File: src/rtl/lsu_pipe.sv
// lsu_pipe: load/store unit driving a req/gnt/rvalid data bus with byte strobes and registered WB outputs.
// Optional bus timeout enabled by defining LSU_BUS_TIMEOUT_EN.
module lsu_pipe #(
    parameter int XLEN        = 32,
    parameter int ADDR_W      = 32,
    parameter int TIMEOUT_CYC = 255
) (
    input  logic              clk,
    input  logic              rst,
    input  logic              valid_i,
    input  logic              is_mem_i,
    input  logic              is_store_i,
    input  logic [1:0]        size_i,
    input  logic              unsigned_i,
    input  logic [ADDR_W-1:0] addr_i,
    input  logic [XLEN-1:0]   store_data_i,
    input  logic              reg_we_i,
    input  logic [4:0]        reg_waddr_i,
    input  logic [XLEN-1:0]   reg_wdata_i,
    output logic              stall_o,
    output logic              mem_req_o,
    output logic              mem_we_o,
    output logic [ADDR_W-1:0] mem_addr_o,
    output logic [XLEN/8-1:0] mem_wstrb_o,
    output logic [XLEN-1:0]   mem_wdata_o,
    input  logic              mem_gnt_i,
    input  logic              mem_rvalid_i,
    input  logic [XLEN-1:0]   mem_rdata_i,
    output logic              wb_valid_o,
    output logic              reg_we_o,
    output logic [4:0]        reg_waddr_o,
    output logic [XLEN-1:0]   reg_wdata_o,
    output logic              exc_o,
    output logic [ADDR_W-1:0] exc_addr_o
);
    localparam int NB = XLEN / 8;
    localparam int OW = $clog2(NB);

    typedef enum logic [1:0] {S_IDLE, S_REQ, S_WAIT} state_t;
    state_t state, state_n;

    logic [OW-1:0]     off, off_q;
    logic              misal, accept, done, to, tout;
    logic [NB-1:0]     strb;
    logic [XLEN-1:0]   wdata, sh, fmt;
    logic [ADDR_W-1:0] addr_q;
    logic [1:0]        size_q;
    logic              uns_q, st_q;
    logic [4:0]        waddr_q;

    assign off    = addr_i[OW-1:0];
    // Doubleword is illegal outright on a 32-bit datapath
    assign misal  = size_i == 2'd1 ? addr_i[0] :
                    size_i == 2'd2 ? |addr_i[1:0] :
                    size_i == 2'd3 ? (XLEN == 32 || |addr_i[2:0]) : 1'b0;
    assign accept = state == S_IDLE && valid_i && is_mem_i && !misal;
    assign strb   = (size_i == 2'd0 ? NB'(1) : size_i == 2'd1 ? NB'(3) :
                     size_i == 2'd2 ? NB'(15) : {NB{1'b1}}) << off;
    assign wdata  = store_data_i << {off, 3'b000};
    assign sh     = mem_rdata_i >> {off_q, 3'b000};
    assign fmt    = size_q == 2'd0 ? (uns_q ? XLEN'(sh[7:0])  : XLEN'($signed(sh[7:0]))) :
                    size_q == 2'd1 ? (uns_q ? XLEN'(sh[15:0]) : XLEN'($signed(sh[15:0]))) :
                    size_q == 2'd2 ? (uns_q ? XLEN'(sh[31:0]) : XLEN'($signed(sh[31:0]))) : sh;
    assign done   = (state == S_REQ && mem_gnt_i && mem_rvalid_i) || (state == S_WAIT && mem_rvalid_i);
    assign tout   = to && !done;

`ifdef LSU_BUS_TIMEOUT_EN
    localparam int CW = $clog2(TIMEOUT_CYC + 1);
    logic [CW-1:0] cnt;
    assign to = state != S_IDLE && cnt == CW'(TIMEOUT_CYC - 1);
    always_ff @(posedge clk or posedge rst)
        if (rst) cnt <= '0;
        else     cnt <= (state_n != state || state == S_IDLE) ? '0 : cnt + 1'b1;
`else
    assign to = 1'b0;
`endif

    always_ff @(posedge clk or posedge rst)
        if (rst) state <= S_IDLE;
        else     state <= state_n;

    always_comb
        state_n = state == S_IDLE ? (accept ? S_REQ : S_IDLE) :
                  (done || tout) ? S_IDLE :
                  (state == S_REQ && mem_gnt_i) ? S_WAIT : state;

    always_comb begin
        stall_o   = accept || (state != S_IDLE && !done && !tout);
        mem_req_o = state == S_REQ;
        mem_we_o  = state == S_REQ && st_q;
    end

    always_ff @(posedge clk or posedge rst) begin
        if (rst) begin
            mem_addr_o  <= '0;
            mem_wstrb_o <= '0;
            mem_wdata_o <= '0;
            wb_valid_o  <= 1'b0;
            reg_we_o    <= 1'b0;
            reg_waddr_o <= '0;
            reg_wdata_o <= '0;
            exc_o       <= 1'b0;
            exc_addr_o  <= '0;
            addr_q      <= '0;
            off_q       <= '0;
            size_q      <= '0;
            uns_q       <= 1'b0;
            st_q        <= 1'b0;
            waddr_q     <= '0;
        end else begin
            wb_valid_o <= 1'b0;
            reg_we_o   <= 1'b0;
            exc_o      <= 1'b0;
            if (state == S_IDLE && valid_i) begin
                if (!is_mem_i) begin
                    wb_valid_o  <= 1'b1;
                    reg_we_o    <= reg_we_i && |reg_waddr_i;
                    reg_waddr_o <= reg_waddr_i;
                    reg_wdata_o <= reg_wdata_i;
                end else if (misal) begin
                    wb_valid_o <= 1'b1;
                    exc_o      <= 1'b1;
                    exc_addr_o <= addr_i;
                end else begin
                    mem_addr_o  <= {addr_i[ADDR_W-1:OW], {OW{1'b0}}};
                    mem_wstrb_o <= strb;
                    mem_wdata_o <= wdata;
                    addr_q      <= addr_i;
                    off_q       <= off;
                    size_q      <= size_i;
                    uns_q       <= unsigned_i;
                    st_q        <= is_store_i;
                    waddr_q     <= reg_waddr_i;
                end
            end
            if (done) begin
                wb_valid_o  <= 1'b1;
                reg_we_o    <= !st_q && |waddr_q;
                reg_waddr_o <= waddr_q;
                reg_wdata_o <= fmt;
            end
            if (tout) begin
                wb_valid_o <= 1'b1;
                exc_o      <= 1'b1;
                exc_addr_o <= addr_q;
            end
        end
    end
endmodule
File: config.mk
export PLATFORM = sky130hd
export DESIGN_NAME = lsu_pipe
export DESIGN_NICKNAME = d
export VERILOG_FILES = /design/src/rtl/lsu_pipe.sv
export SDC_FILE = /design/constraint.sdc
export NUM_CORES = 1
export LEC_CHECK = 0
export CAP_MARGIN = 20
export CORE_AREA = 2 2 132 134
export DETAILED_ROUTE_END_ITERATION = 7
export DIE_AREA = 0 0 134 136
export PLACE_DENSITY = 0.87
export SKIP_LAST_GASP = 1
export SLEW_MARGIN = 20
export SYNTH_ARGS = -nofsm -noshare
export SYNTH_HDL_FRONTEND = slang
export SYNTH_SLANG_ARGS = --single-unit
File: constraint.sdc
create_clock -name clk -period 6.4 [get_ports clk]
set_input_delay 0.64 -clock clk [delete_from_list [all_inputs] [get_ports clk]]
set_output_delay 0.64 -clock clk [all_outputs]
set_load 0.01 [all_outputs]
* Word level (Yosys, flattened, before mapping)
Cells that the tools add are included.
Cells by class: multiplexer cells 28, eq/ne operators 7, shift operators 3, bitwise operators 1, reductions and logical operators 27
Operator list (number):
- $mux 32 | 7
- $shl 32x5->32 | 1
- $shr 32x5->32 | 1
- $mux 5 | 3
- $mux 1 | 13
- $logic_and 1x1->1 | 10
- $reduce_or 5->1 | 2
- $mux 4 | 2
- $eq 2x1->1 const B | 3
- $eq 2x2->1 const B | 3
- $logic_not 2->1 | 3
- $mux 2 | 3
- $reduce_and 3->1 | 2
- $reduce_bool 2->1 | 2
- $shl 4x2->4 | 1
- $logic_not 1->1 | 3
- $reduce_bool 3->1 | 1
- $logic_or 1x1->1 | 2
- $ne 2x1->1 const B | 1
- $reduce_and 2->1 | 1
- $reduce_or 2->1 | 1
- $not 1->1 | 1
Word-level totals: output and inout bits 143, bits of input ports 144, bits in registers 151, logic and storage cells 81

* Longest topological paths before layout
depth in word-level cells 8, mapped depth 7, gate-level depth less buffers 4

* Worst setup path before layout
Ideal clock, no wire load.
kind input port to output port, from in addr_i[0], to out stall_o, path buffers 3, setup slack 4076 ps, cell stages on the path 7, data arrival time 1684 ps, required time 5760 ps, path through buf_2 > o21a_1 > o22ai_2 > nand3_2 > buf_2 > buf_6 > nand2_1
On the way: cells in the longest elaborated chain, start to end 6
Ends and longest elaborated chain:
- start, declared | RTL line 15 | input logic [ADDR_W-1:0] addr_i,
- $reduce_or 2->1 | RTL line 54 | size_i == 2'd2 ? |addr_i[1:0] :
- $mux 1 | RTL line 54
- $mux 1 (*) | RTL line 53 | assign misal = size_i == 2'd1 ? addr_i[0] :
- $logic_not 1->1 (*) | RTL line 56 | assign accept = state == S_IDLE && valid_i && is_mem_i && !misal;
- $logic_and 1x1->1 (*) | RTL line 56
- $logic_or 1x1->1 (*) | RTL line 88 | stall_o = accept || (state != S_IDLE && !done && !tout);
- end, declared | RTL line 20 | output logic stall_o,
Every way passes the cells marked *; elsewhere a longest branch is shown, timed or not.

* Worst setup path in the final report
Same ends and word-level chain as after synthesis.

==> impl_results.md <==
- Status: complete, no violations
- Buffers and inverters on the worst path: 2
- Vias/cell: 5.23
- Routed length per instance: 18.8 um
- Starting density of the core: 42.9%
- H-tree Lvls: 4
- Max Root-Sink Buffers: 2
- Final Hold Viols: 0
- Drt total wl: 20800 um
- CP required: 5760 ps
- EDFF count, synth: 0
- Reg2reg start: off_q[1]
- Die Width: 134 um
- Total of max-cap violations: 0
- Kind of critical path: input pin to primary output
- Tightest Hold Check Type: register to register
- Yosys warning count: 0
- Final Max Tran Viols: 0
- Post-synth top flop: dfrtp_1
- Peak VDD IR: 298 uV
- RSZ-0062 raised after global routing: no
- Async set-reset flop share out of synthesis: 100%
- DR pass1 iterations: 4
- CORE AREA: 16900 um2
- Leakage: 4.75 nW
- Post-Place Cell Area: 10200 um2
- Startpoint types: input pin
- Share of layout cells above drive strength 1: 18.9%
- Chip Height: 136 um
- CP Max Fanout: 42
- Sink Count: 151
- Die Footprint: 18200 um2
- Antenna violations before repair: 0
- CP Launch Point: addr_i[0]
- Final Wtd Congestion: 0.809
- FF/Latch Area: 3780 um2
- Cells after Synth: 603
- Setup TNS: 0 ps
- GRT Util Overall: 23.0%
- Min Tclk post-route: 2990 ps
- Final number of setup-violating endpoints: 0
- Reg clk slew, reported paths: 70 ps
- Num CTS Buffers: 17
- First-pass GRT wire length: 32500 um
- Hold Crit Depth: 1
- RR Endpoint: reg_wdata_o[31]
- R2R depth: 4
- R2R setup slack: 3920 ps
- Levels on crit path: 6
- Synth Cell Area: 7250 um2
- CP Cell Sequence: buf_2 > o21a_1 > o22ai_2 > nand3_4 > nand2_1 > clkdlybuf4s50_1
- Layout Skew: 10.4 ps
- Later-pin clock latency in the skew report: 430 ps
- Final Cell Area: 10800 um2
- FF+latch count, synth: 151
- Ports: 287
- Root Buffer: clkbuf_16
- I/O Buffers: 284
- Slowest cell on crit path: buf_2
- # rows: 48
- Area occupied by multi-input gates: 3200 um2
- WP data arrival: 2350 ps
- Placed cell count: 1076
- WHS: 506 ps
- Setup WS pre-CTS: 3220 ps
- CTS Hold Bufs: 0
- Total Nets Final: 1014
- P&R area growth vs syn: 48.8%
- Post-synthesis sequential area ratio: 52.1%
- Vias: 5791
- Non-Filler Instances: 1108
- Post_cts resized: 0
- Maximum clock rate: 0.335 GHz
- Drt first-iter violations: 315
- Crit. End Element: primary output
- Worst-Margin Slew: 1100 ps
- Final Cycle Share: 46.7%
- CP endpoint: stall_o
- Pwr per Cell Area: 467 nW/um2
- Fillers: 1302
- CP top delay family: buffers and inverters
- Unique cell type count in the Yosys netlist: 42
- Dpl hpwl: 14500 um
- Grt total ovfl: 0
- CTS tree: done
- Mean post-synth cell area: 12.0 um2
- Largest net degree at the start of global routing: 96
- Number of global-route vias before repair: 6032
- PnR worst setup slack: 3410 ps
- Slew HR: 26.5%
- DRT antenna net count: 0
- Setup Buffers After CTS: 0
- Max incr delay on CP: 620 ps
- ANT cells: 0
- DR DRC count: 0
==> routing by layer <==
metal  up-vias  GRT usage [%]  part of all wire (%)
li1       2697              -                     -
met1      2813           28.0                    40
met2       253           37.9                    49
met3        28           8.05                   8.8
met4         0           8.33                   2.0
met5         -              0                     0
==> cells by family (layout without fill, tap and decap cells) <==
logic type,count (synthesis),count (layout),synth area share [%]
other cells,1,2,0.0518
flops,151,151,52.1
compound gates,86,86,8.57
buf+inv,56,335,3.95
mux,164,164,26.3
simple gates,145,145,8.94
==> cells in the mapped netlist, types with 2 or more instances <==
| library cell | count | area (um2) |
|---|---|---|
| clkbuf_1 | 9 | 33.8 |
| buf_6 | 4 | 45.0 |
| a32oi_1 | 17 | 149 |
| a211oi_1 | 16 | 120 |
| dfrtp_1 | 151 | 3780 |
| a21oi_1 | 11 | 55.1 |
| o21a_1 | 2 | 15.0 |
| nand2_1 | 90 | 338 |
| a221oi_1 | 7 | 61.3 |
| a31oi_1 | 8 | 50.1 |
| or4_1 | 2 | 15.0 |
| buf_2 | 25 | 125 |
| mux2i_1 | 47 | 470 |
| o21ai_0 | 12 | 60.1 |
| mux2_2 | 87 | 980 |
| nor2_1 | 23 | 86.3 |
| nor2b_1 | 14 | 87.6 |
| nand2b_1 | 3 | 18.8 |
| inv_1 | 12 | 45.0 |
| nand3_1 | 5 | 25.0 |
| mux2_4 | 29 | 435 |
| buf_1 | 2 | 7.51 |
| a22oi_1 | 5 | 37.5 |
| buf_4 | 4 | 30.0 |
==> report_power, final <==
| part | total, mW | switching [mW] | leakage [nW] | internal (mW) |
|---|---|---|---|---|
| clock | 1.00 | 0.450 | 0.291 | 0.553 |
| sequential | 1.73 | 0.305 | 1.83 | 1.43 |
| combinational | 2.30 | 0.925 | 2.63 | 1.38 |
==> cell type report <==
| class | count | area share (%) |
|---|---|---|
| Clock buffer | 17 | 3.95 |
| Inverter | 12 | 0.464 |
| Tap cell | 225 | 2.61 |
| Multi-Input combinational cell | 397 | 29.7 |
| Clock inverter | 15 | 1.49 |
| Sequential cell | 151 | 35.0 |
| Timing Repair Buffer | 291 | 26.8 |
==> per-stage QoR <==
step | util [%] | power, mW
2_1_floorplan | - | 2.82
3_3_place_gp | 60.4 | 3.99
3_5_place_dp | 60.4 | 4.05
4_1_cts | 63.9 | 5.09
5_1_grt | 63.9 | 5.34
6_report | 63.9 | 5.04
==> registers in the layout, summed over array words and instances (netlist names), 2 cells and up <==
name / flops
exc_addr_o: 32
mem_wdata_o: 32
reg_wdata_o: 32
mem_addr_o: 30
reg_waddr_o: 5
waddr_q: 5
mem_wstrb_o: 4
off_q: 2
size_q: 2
state: 2
==> cells in the final DEF, fill, tap and decap left out, types with 7 or more instances in the layout <==
| cell | instances |
|---|---|
| a211oi_1 | 16 |
| a21oi_1 | 11 |
| a221oi_1 | 7 |
| a31oi_1 | 8 |
| a32oi_1 | 17 |
| buf_4 | 7 |
| clkbuf_16 | 17 |
| clkdlybuf4s50_1 | 282 |
| dfrtp_1 | 151 |
| inv_1 | 11 |
| mux2_2 | 87 |
| mux2_4 | 29 |
| mux2i_1 | 47 |
| nand2_1 | 90 |
| nor2_1 | 23 |
| nor2b_1 | 13 |
| o21ai_0 | 12 |
==> worst min-delay path by stage <==
stage | startpoint | endpoint
finish | mem_wdata_o[24] | mem_wdata_o[24]
global route | mem_addr_o[12] | mem_addr_o[12]
CTS | mem_wdata_o[24] | mem_wdata_o[24]
detailed placement | reg_waddr_o[2] | reg_waddr_o[2]
global placement | reg_waddr_o[2] | reg_waddr_o[2]
floorplan | st_q | reg_we_o
Power figures use the tool's default switching activity.
